`config.mk`:
```
export PLATFORM = sky130hd
export DESIGN_NAME = spi_slave_mot
export DESIGN_NICKNAME = d
export VERILOG_FILES = /design/src/rtl/spi_slave_pkg.sv /design/src/rtl/spi_sync_edge.sv /design/src/rtl/spi_slave_mot.sv
export SDC_FILE = /design/constraint.sdc
export NUM_CORES = 1
export LEC_CHECK = 0
export BUFFER_PORTS_ARGS = -buffer_cell sky130_fd_sc_hd__buf_2
export CORE_MARGIN = 4
export CORE_UTILIZATION = 60
export CTS_CLUSTER_SIZE = 30
export DETAILED_ROUTE_END_ITERATION = 8
export PLACE_DENSITY = 0.83
export SLEW_MARGIN = 15
export SYNTH_ARGS = -nofsm -noshare
export SYNTH_HDL_FRONTEND = slang
export SYNTH_HIERARCHICAL = 1
export SYNTH_SLANG_ARGS = --single-unit
```
`constraint.sdc`:
```
create_clock -name PCLK -period 3.2 [get_ports PCLK]
set_input_delay 0.16 -clock PCLK [delete_from_list [all_inputs] [get_ports PCLK]]
set_output_delay 0.16 -clock PCLK [all_outputs]
set_load 0.005 [all_outputs]
```
`src/rtl/spi_slave_pkg.sv`:
```
// Shared types and defaults for the Motorola mode-0 SPI slave.
package spi_slave_pkg;

    localparam int FRAME_SIZE_DEF  = 8;
    localparam int SYNC_STAGES_DEF = 2;

    typedef enum logic [1:0] {
        ST_IDLE       = 2'd0,
        ST_SHIFT      = 2'd1,
        ST_WAIT_DESEL = 2'd2
    } state_t;

endpackage

```
`src/rtl/spi_sync_edge.sv`:
```
// Multi-stage input synchronizer with rise/fall pulses on the synced level.
module spi_sync_edge
    import spi_slave_pkg::*;
#(
    parameter int STAGES = SYNC_STAGES_DEF
) (
    input  logic clk,
    input  logic rst_n,
    input  logic d,
    output logic q,
    output logic rise,
    output logic fall
);

    logic [STAGES-1:0] chain;
    logic              prev;

    always_ff @(posedge clk or negedge rst_n) begin
        if (!rst_n) begin
            chain <= '0;
            prev  <= 1'b0;
        end else begin
            chain <= {chain[STAGES-2:0], d};
            prev  <= chain[STAGES-1];
        end
    end

    assign q    = chain[STAGES-1];
    assign rise = q & ~prev;
    assign fall = ~q & prev;

endmodule

```
`src/rtl/spi_slave_mot.sv`:
```
// SPI slave, CPOL=0/CPHA=0, oversampled on PCLK with one-entry TX holding
// register and valid/ready RX output.
module spi_slave_mot
    import spi_slave_pkg::*;
#(
    parameter int FRAME_SIZE  = FRAME_SIZE_DEF,
    parameter int SYNC_STAGES = SYNC_STAGES_DEF
) (
    input  logic                  PCLK,
    input  logic                  PRESETN,
    input  logic                  SPISCLK,
    input  logic                  SPISS,
    input  logic                  SPISDI,
    output logic                  SPISDO,
    output logic                  SPIOEN,
    input  logic [FRAME_SIZE-1:0] TX_DATA,
    input  logic                  TX_VALID,
    output logic                  TX_READY,
    output logic [FRAME_SIZE-1:0] RX_DATA,
    output logic                  RX_VALID,
    input  logic                  RX_READY,
    output logic                  TX_UNDERRUN,
    output logic                  RX_OVERRUN
);

    localparam int CW = $clog2(FRAME_SIZE);
    localparam logic [CW-1:0] LAST = CW'(FRAME_SIZE - 1);

    logic sclk_lvl_unused;
    logic sclk_rise;
    logic sclk_fall;
    logic ss_q;
    logic ss_rise;
    logic ss_fall;

    logic [SYNC_STAGES-1:0] sdi_chain;
    logic                   sdi_q;

    state_t                state;
    logic [CW-1:0]         bit_cnt;
    logic [FRAME_SIZE-1:0] tx_sr;
    logic [FRAME_SIZE-1:0] rx_sr;
    logic [FRAME_SIZE-1:0] rx_next;
    logic [FRAME_SIZE-1:0] hold_data;
    logic                  hold_full;
    logic                  frame_end;
    logic                  reload_pend;
    logic                  reload_hit;
    logic                  wr_acc;

    spi_sync_edge #(
        .STAGES(SYNC_STAGES)
    ) u_sclk (
        .clk  (PCLK),
        .rst_n(PRESETN),
        .d    (SPISCLK),
        .q    (sclk_lvl_unused),
        .rise (sclk_rise),
        .fall (sclk_fall)
    );

    spi_sync_edge #(
        .STAGES(SYNC_STAGES)
    ) u_ss (
        .clk  (PCLK),
        .rst_n(PRESETN),
        .d    (SPISS),
        .q    (ss_q),
        .rise (ss_rise),
        .fall (ss_fall)
    );

    // Same depth as the SCLK path so data lines up with the edge pulse.
    always_ff @(posedge PCLK or negedge PRESETN) begin
        if (!PRESETN) begin
            sdi_chain <= '0;
        end else begin
            sdi_chain <= {sdi_chain[SYNC_STAGES-2:0], SPISDI};
        end
    end

    assign sdi_q    = sdi_chain[SYNC_STAGES-1];
    assign rx_next  = {rx_sr[FRAME_SIZE-2:0], sdi_q};
    assign TX_READY = ~hold_full;
    assign wr_acc   = TX_VALID & ~hold_full;
    assign SPIOEN   = (state == ST_SHIFT);
    assign SPISDO   = SPIOEN & tx_sr[FRAME_SIZE-1];

    // Back-to-back reloads are only committed at the next frame's first
    // rising edge, so a frame that ends with deselect leaves the holding
    // register and status untouched.
    always_ff @(posedge PCLK or negedge PRESETN) begin
        if (!PRESETN) begin
            state       <= ST_IDLE;
            bit_cnt     <= '0;
            tx_sr       <= '0;
            rx_sr       <= '0;
            hold_data   <= '0;
            hold_full   <= 1'b0;
            frame_end   <= 1'b0;
            reload_pend <= 1'b0;
            reload_hit  <= 1'b0;
            RX_DATA     <= '0;
            RX_VALID    <= 1'b0;
            TX_UNDERRUN <= 1'b0;
            RX_OVERRUN  <= 1'b0;
        end else begin
            TX_UNDERRUN <= 1'b0;
            RX_OVERRUN  <= 1'b0;

            if (wr_acc) begin
                hold_data <= TX_DATA;
                hold_full <= 1'b1;
            end

            if (RX_VALID && RX_READY) begin
                RX_VALID <= 1'b0;
            end

            unique case (state)
                ST_IDLE: begin
                    if (ss_fall) begin
                        state       <= ST_SHIFT;
                        bit_cnt     <= '0;
                        frame_end   <= 1'b0;
                        reload_pend <= 1'b0;
                        if (hold_full) begin
                            tx_sr     <= hold_data;
                            hold_full <= 1'b0;
                        end else begin
                            tx_sr       <= '0;
                            TX_UNDERRUN <= 1'b1;
                        end
                    end else if (!ss_q) begin
                        state <= ST_WAIT_DESEL;
                    end
                end

                ST_SHIFT: begin
                    if (ss_rise) begin
                        state       <= ST_IDLE;
                        bit_cnt     <= '0;
                        frame_end   <= 1'b0;
                        reload_pend <= 1'b0;
                    end else begin
                        if (sclk_rise) begin
                            rx_sr <= rx_next;
                            if (reload_pend) begin
                                reload_pend <= 1'b0;
                                if (reload_hit) begin
                                    hold_full <= 1'b0;
                                end else begin
                                    TX_UNDERRUN <= 1'b1;
                                end
                            end
                            if (bit_cnt == LAST) begin
                                bit_cnt   <= '0;
                                frame_end <= 1'b1;
                                RX_DATA   <= rx_next;
                                RX_VALID  <= 1'b1;
                                if (RX_VALID && !RX_READY) begin
                                    RX_OVERRUN <= 1'b1;
                                end
                            end else begin
                                bit_cnt <= bit_cnt + CW'(1);
                            end
                        end
                        if (sclk_fall) begin
                            if (frame_end) begin
                                frame_end   <= 1'b0;
                                reload_pend <= 1'b1;
                                reload_hit  <= hold_full;
                                tx_sr       <= hold_full ? hold_data : '0;
                            end else begin
                                tx_sr <= tx_sr << 1;
                            end
                        end
                    end
                end

                ST_WAIT_DESEL: begin
                    if (ss_q) begin
                        state <= ST_IDLE;
                    end
                end

                default: state <= ST_IDLE;
            endcase
        end
    end

endmodule

```
# Word-level counts from Yosys, hierarchy flattened

Index checks and enable logic that the tools add are counted.

Logic and storage cells: 106
Input bits: 15
Register bits: 51
Output and inout port bits: 14

Reductions and logical operators: 12
Bitwise logic cells: 12
$add $sub $neg: 1
Equality and inequality tests: 10
Muxes and demuxes: 53

Operator list:

| kind                  | count |
|---|---|
| $mux W8               | 5 |
| $mux W1               | 33 |
| $pmux W8 S2           | 1 |
| $mux W3               | 4 |
| $reduce_and A4 Y1     | 3 |
| $reduce_and A3 Y1     | 3 |
| $mux W2               | 4 |
| $pmux W1 S2           | 4 |
| $and A1 B1 Y1         | 6 |
| $ne A2 B1 Y1 const B  | 3 |
| $not A1 Y1            | 6 |
| $pmux W2 S3           | 1 |
| $pmux W3 S2           | 1 |
| $ne A2 B2 Y1 const B  | 2 |
| $add A3 B1 Y3 const B | 1 |
| $eq A3 B3 Y1 const B  | 1 |
| $ne A3 B1 Y1 const B  | 1 |
| $ne A3 B3 Y1 const B  | 1 |
| $eq A2 B1 Y1 const B  | 1 |
| $eq A2 B2 Y1 const B  | 1 |
| $logic_and A1 B1 Y1   | 2 |
| $logic_not A2 Y1      | 1 |
| $reduce_and A2 Y1     | 1 |
| $reduce_bool A2 Y1    | 1 |
| $logic_not A1 Y1      | 1 |

# Logic depth before layout (Yosys ltp)

Word-level depth: 8
Depth in mapped cells: 6
Mapped depth without buffers: 4

# Hierarchy

The synthesis kept the hierarchy.

By module, submodules not included:

| module        | instances | area each (um^2) | cells each | seq. area each (um^2) |
|---|---|---|---|---|
| spi_slave_mot | 1         | 1983.2           | 140        | 1126.1 |
| spi_sync_edge | 2         | 90.1             | 5          | 75.1 |

# Worst setup path after synthesis

OpenSTA, ideal clock, no wires.

Path type: flip-flop to flip-flop
Start: register u_ss.chain[1]
End: register tx_sr[2]
Data arrival time: 1426 ps
Setup time: 125 ps
Path buffers: 0
Clock period less this slack: 1551 ps
Cell stages (with the launch flop): 5
Data required time: 3075 ps
Setup slack: 1649 ps
Cells stage by stage: dfrtp_1 -> nor2b_1 -> nand3b_1 -> a21oi_2 -> mux2_2

Elaborated cells on any way between the ends: 6
Those cells by class: 2 x eq/ne; 3 x bitwise; 1 x reduce/logical

RTL lines:

| what                               | line                 | RTL |
|---|---|---|
| start: declaration                 | spi_sync_edge.sv:15  | `logic [STAGES-1:0] chain;` |
| start signal: assignment           | spi_sync_edge.sv:23  | `chain <= {chain[STAGES-2:0], d};` |
| $and A1 B1 Y1                      | spi_sync_edge.sv:29  | `assign rise = q & ~prev;` |
| via ss_rise                        | spi_slave_mot.sv:33  | `logic ss_rise;` |
| $ne A2 B2 Y1 (no source line)      | -                    |  |
| $reduce_and A4 Y1 (no source line) | -                    |  |
| end signal: assignment             | spi_slave_mot.sv:128 | `tx_sr <= hold_data;` |
| end signal: assignment             | spi_slave_mot.sv:173 | `tx_sr <= hold_full ? hold_data : '0;` |
| end signal: assignment             | spi_slave_mot.sv:175 | `tx_sr <= tx_sr << 1;` |
| end: declaration                   | spi_slave_mot.sv:41  | `logic [FRAME_SIZE-1:0] tx_sr;` |

The timed path passes the listed nets, and every way through them passes these cells.
A chain may end at the register's enable or synchronous reset.

# Final worst setup path

Start: register u_ss.chain[1]
End: register RX_DATA[5]

Word-level cells in the longest chain between the ends: 3

RTL lines:

| what                               | line                 | RTL |
|---|---|---|
| $and A1 B1 Y1                      | spi_sync_edge.sv:29  |  |
| via ss_rise                        | spi_slave_mot.sv:33  |  |
| $not A1 Y1 (no source line)        | -                    |  |
| $reduce_and A4 Y1 (no source line) | -                    |  |
| end signal: assignment             | spi_slave_mot.sv:159 | `RX_DATA <= rx_next;` |
| end: declaration                   | spi_slave_mot.sv:19  | `output logic [FRAME_SIZE-1:0] RX_DATA,` |

The timed path passes the listed nets, and every way through them passes these cells.

==> impl_metrics.json <==
{
  "slew_headroom_pct": 48.6,
  "startpoint": "u_ss/chain[1]",
  "finish.utilization_pct": 72.8,
  "clk_pin_slew_worst_paths_ps": 140,
  "worst_slew_pin_slew_ps": 770,
  "cp_max_fo": 11,
  "area_delta_synth_final_pct": 14.9,
  "io_pins": 29,
  "max-cap-violations": 0,
  "drv_slew": 0,
  "synth_area_um2": 2160,
  "viasPerCell": 5.38,
  "ys_warn_count": 6,
  "setup_viol": 0,
  "drive_gt1_share_pct": 38.1,
  "drt-pass1-iter-count": 4,
  "core_area_um2": 3420,
  "gp_congestion": 0.801,
  "cts_buffer_depth": 2,
  "nNetsFinal": 205,
  "syn-num-nets": 167,
  "grt_pass1_vias": 1383,
  "grt_util_all_layers_pct": 19.4,
  "syn_inst": 150,
  "routed_wl_um": 3700,
  "p_leak_nw": 1.29,
  "num_vias": 1265,
  "post-dp-hpwl_um": 2520,
  "numCtsBuffers": 5,
  "worstPathArrival_ps": 2190,
  "first_iter_violations": 66,
  "fin_setup_tns_ps": 0,
  "dieArea_um2": 4630,
  "portBuffers": 28,
  "cp-end-kind": "flop",
  "grt_overflow_total": 0,
  "powerDensity_nw_per_um2": 602,
  "grt_start_max_net_pins": 52,
  "rsz0062_at_grt": "false",
  "post_cts_buffers": 0,
  "timing.rr.start": "u_ss/chain[1]",
  "syn_area_per_cell_um2": 14.4,
  "drcViolationCount": 0,
  "htreeDepth": 2,
  "cts_tree": "built",
  "ant_nets": 0,
  "die_x_um": 68.0,
  "critPathKind": "flop to flop",
  "antenna_found_initial": 0,
  "cp-start-kind": "flop",
  "num_rows": 21,
  "layout_commonest_cell": "dfrtp_1",
  "period_needed_ps": 1910,
  "r2r_slack_ps": 1290,
  "layout_common_cells": "dfrtp_1, buf_2, mux2_2",
  "fmax_mhz": 523,
  "yosysSeqAreaShare_pct": 59.0,
  "hp-class": "input port to flop",
  "final_hold_viol_count": 0,
  "synth_seq_cells": 51,
  "status": "finished, final reports clean",
  "die_h_um": 68.0,
  "clock_latency_ps": 380,
  "ir_worst_vdd_uv": 467,
  "initial_core_util_pct": 63.3,
  "grt_pass1_wl_um": 6470,
  "routedWlPerCell_um": 15.7,
  "fin_worst_skew_ps": 10.4,
  "ys_types": 34,
  "root_buffer": "clkbuf_4",
  "power_mw": 1.50,
  "required_ps": 3480,
  "clock-sinks": 51,
  "cts_resized": 0,
  "min_from": "TX_DATA[1]",
  "post-route-period-util_pct": 59.7,
  "diodes": 0
}
[registers in the layout, indices dropped and copies added, names as in the netlist, 2 cells and up]
| name | cells |
|---|---|
| bit_cnt | 3 |
| tx_sr | 8 |
| sdi_chain | 2 |
| hold_data | 8 |
| state | 2 |
| u_ss/chain | 2 |
| RX_DATA | 8 |
| rx_sr | 7 |
| u_sclk/chain | 2 |
[metal layers]
metal	global-route usage (%)	part of all wire, %
met4	8.93	1.7
met3	5.91	5.2
met1	23.6	43
met5	0	0
met2	31.8	50
[final timing paths]
kind                                   end  cells after the start
min                           hold_data[1]                      2
min in group asynchronous     hold_data[4]                      2
max reg2reg                     RX_DATA[5]                      4
max in group asynchronous  u_sclk/chain[1]                      2
max                             RX_DATA[5]                      4
min reg2reg                   sdi_chain[1]                      0
[Yosys cell counts, drive strengths merged]
library cell	number	area, µm²
clkbuf	2	7.51
and3	1	11.3
and4bb	1	12.5
mux2	30	368
mux2i	11	110
dfrtp	51	1280
and2	4	25.0
a32o	1	10.0
inv	6	22.5
a22o	1	8.76
o22a	2	17.5
nand3	1	5.00
and2b	2	17.5
o21ai	2	10.0
ha	2	25.0
and4b	1	10.0
a21o	1	7.51
nand3b	1	7.51
nor2b	5	31.3
nand2b	3	26.3
nor3b	1	7.51
or3b	1	8.76
nor3	1	5.00
nand2	6	25.0
nor4	1	6.26
o21bai	2	15.0
a21oi	2	13.8
nor4b	1	8.76
nor2	2	7.51
buf	5	56.3
[worst max-delay path: stages (launching register included)]
cell and delay, ps:
dfrtp_1 430, nor2b_1 190, and4bb_1 540, nand2_2 290, mux2_4 370
[cell type report]
cell class | count | area, µm²
Clock buffer | 6 | 51.3
Clock inverter | 2 | 35.0
Fill cell | 239 | 930
Inverter | 6 | 22.5
Multi-Input combinational cell | 86 | 801
Sequential cell | 51 | 1280
Tap cell | 46 | 57.6
Timing Repair Buffer | 38 | 243
[report_power, final]
part | switching, mW | internal [mW]
Clock | 0.197 | 0.185
Sequential | 0.0714 | 0.764
Combinational | 0.114 | 0.165
Total | 0.383 | 1.11
[cells by family (layout without fill, tap and decap cells)]
group | count (synthesis) | after routing | share of synthesized area, %
AND/OR/NAND/NOR | 32 | 32 | 9.95
buffers and inverters | 13 | 52 | 3.99
multiplexers | 41 | 41 | 22.1
flip-flops | 51 | 51 | 59.0
AO/OA/AOI/OAI | 11 | 11 | 3.82
adder cells (fa/ha/maj) | 2 | 2 | 1.16
[stage by stage]
step                      std cells  hold slack, ps  setup WS [ps]  instance area, µm²
after floorplan                 150            -136           1650                2160
after global placement          217             268           1380                2300
after detailed placement        217             269           1320                2300
after CTS                       235            3.63           1290                2480
after global routing            235            2.95           1180                2490
final                           235            18.2           1290                2490
[what timing repair did]
| action | in CTS | in global routing |
|---|---|---|
| endpoints found under the setup margin | 0 | 0 |
| hold buffers | 10 | 0 |
| hold endpoints to repair | 24 | 0 |
No activity file was read; power rests on OpenSTA's default activity.
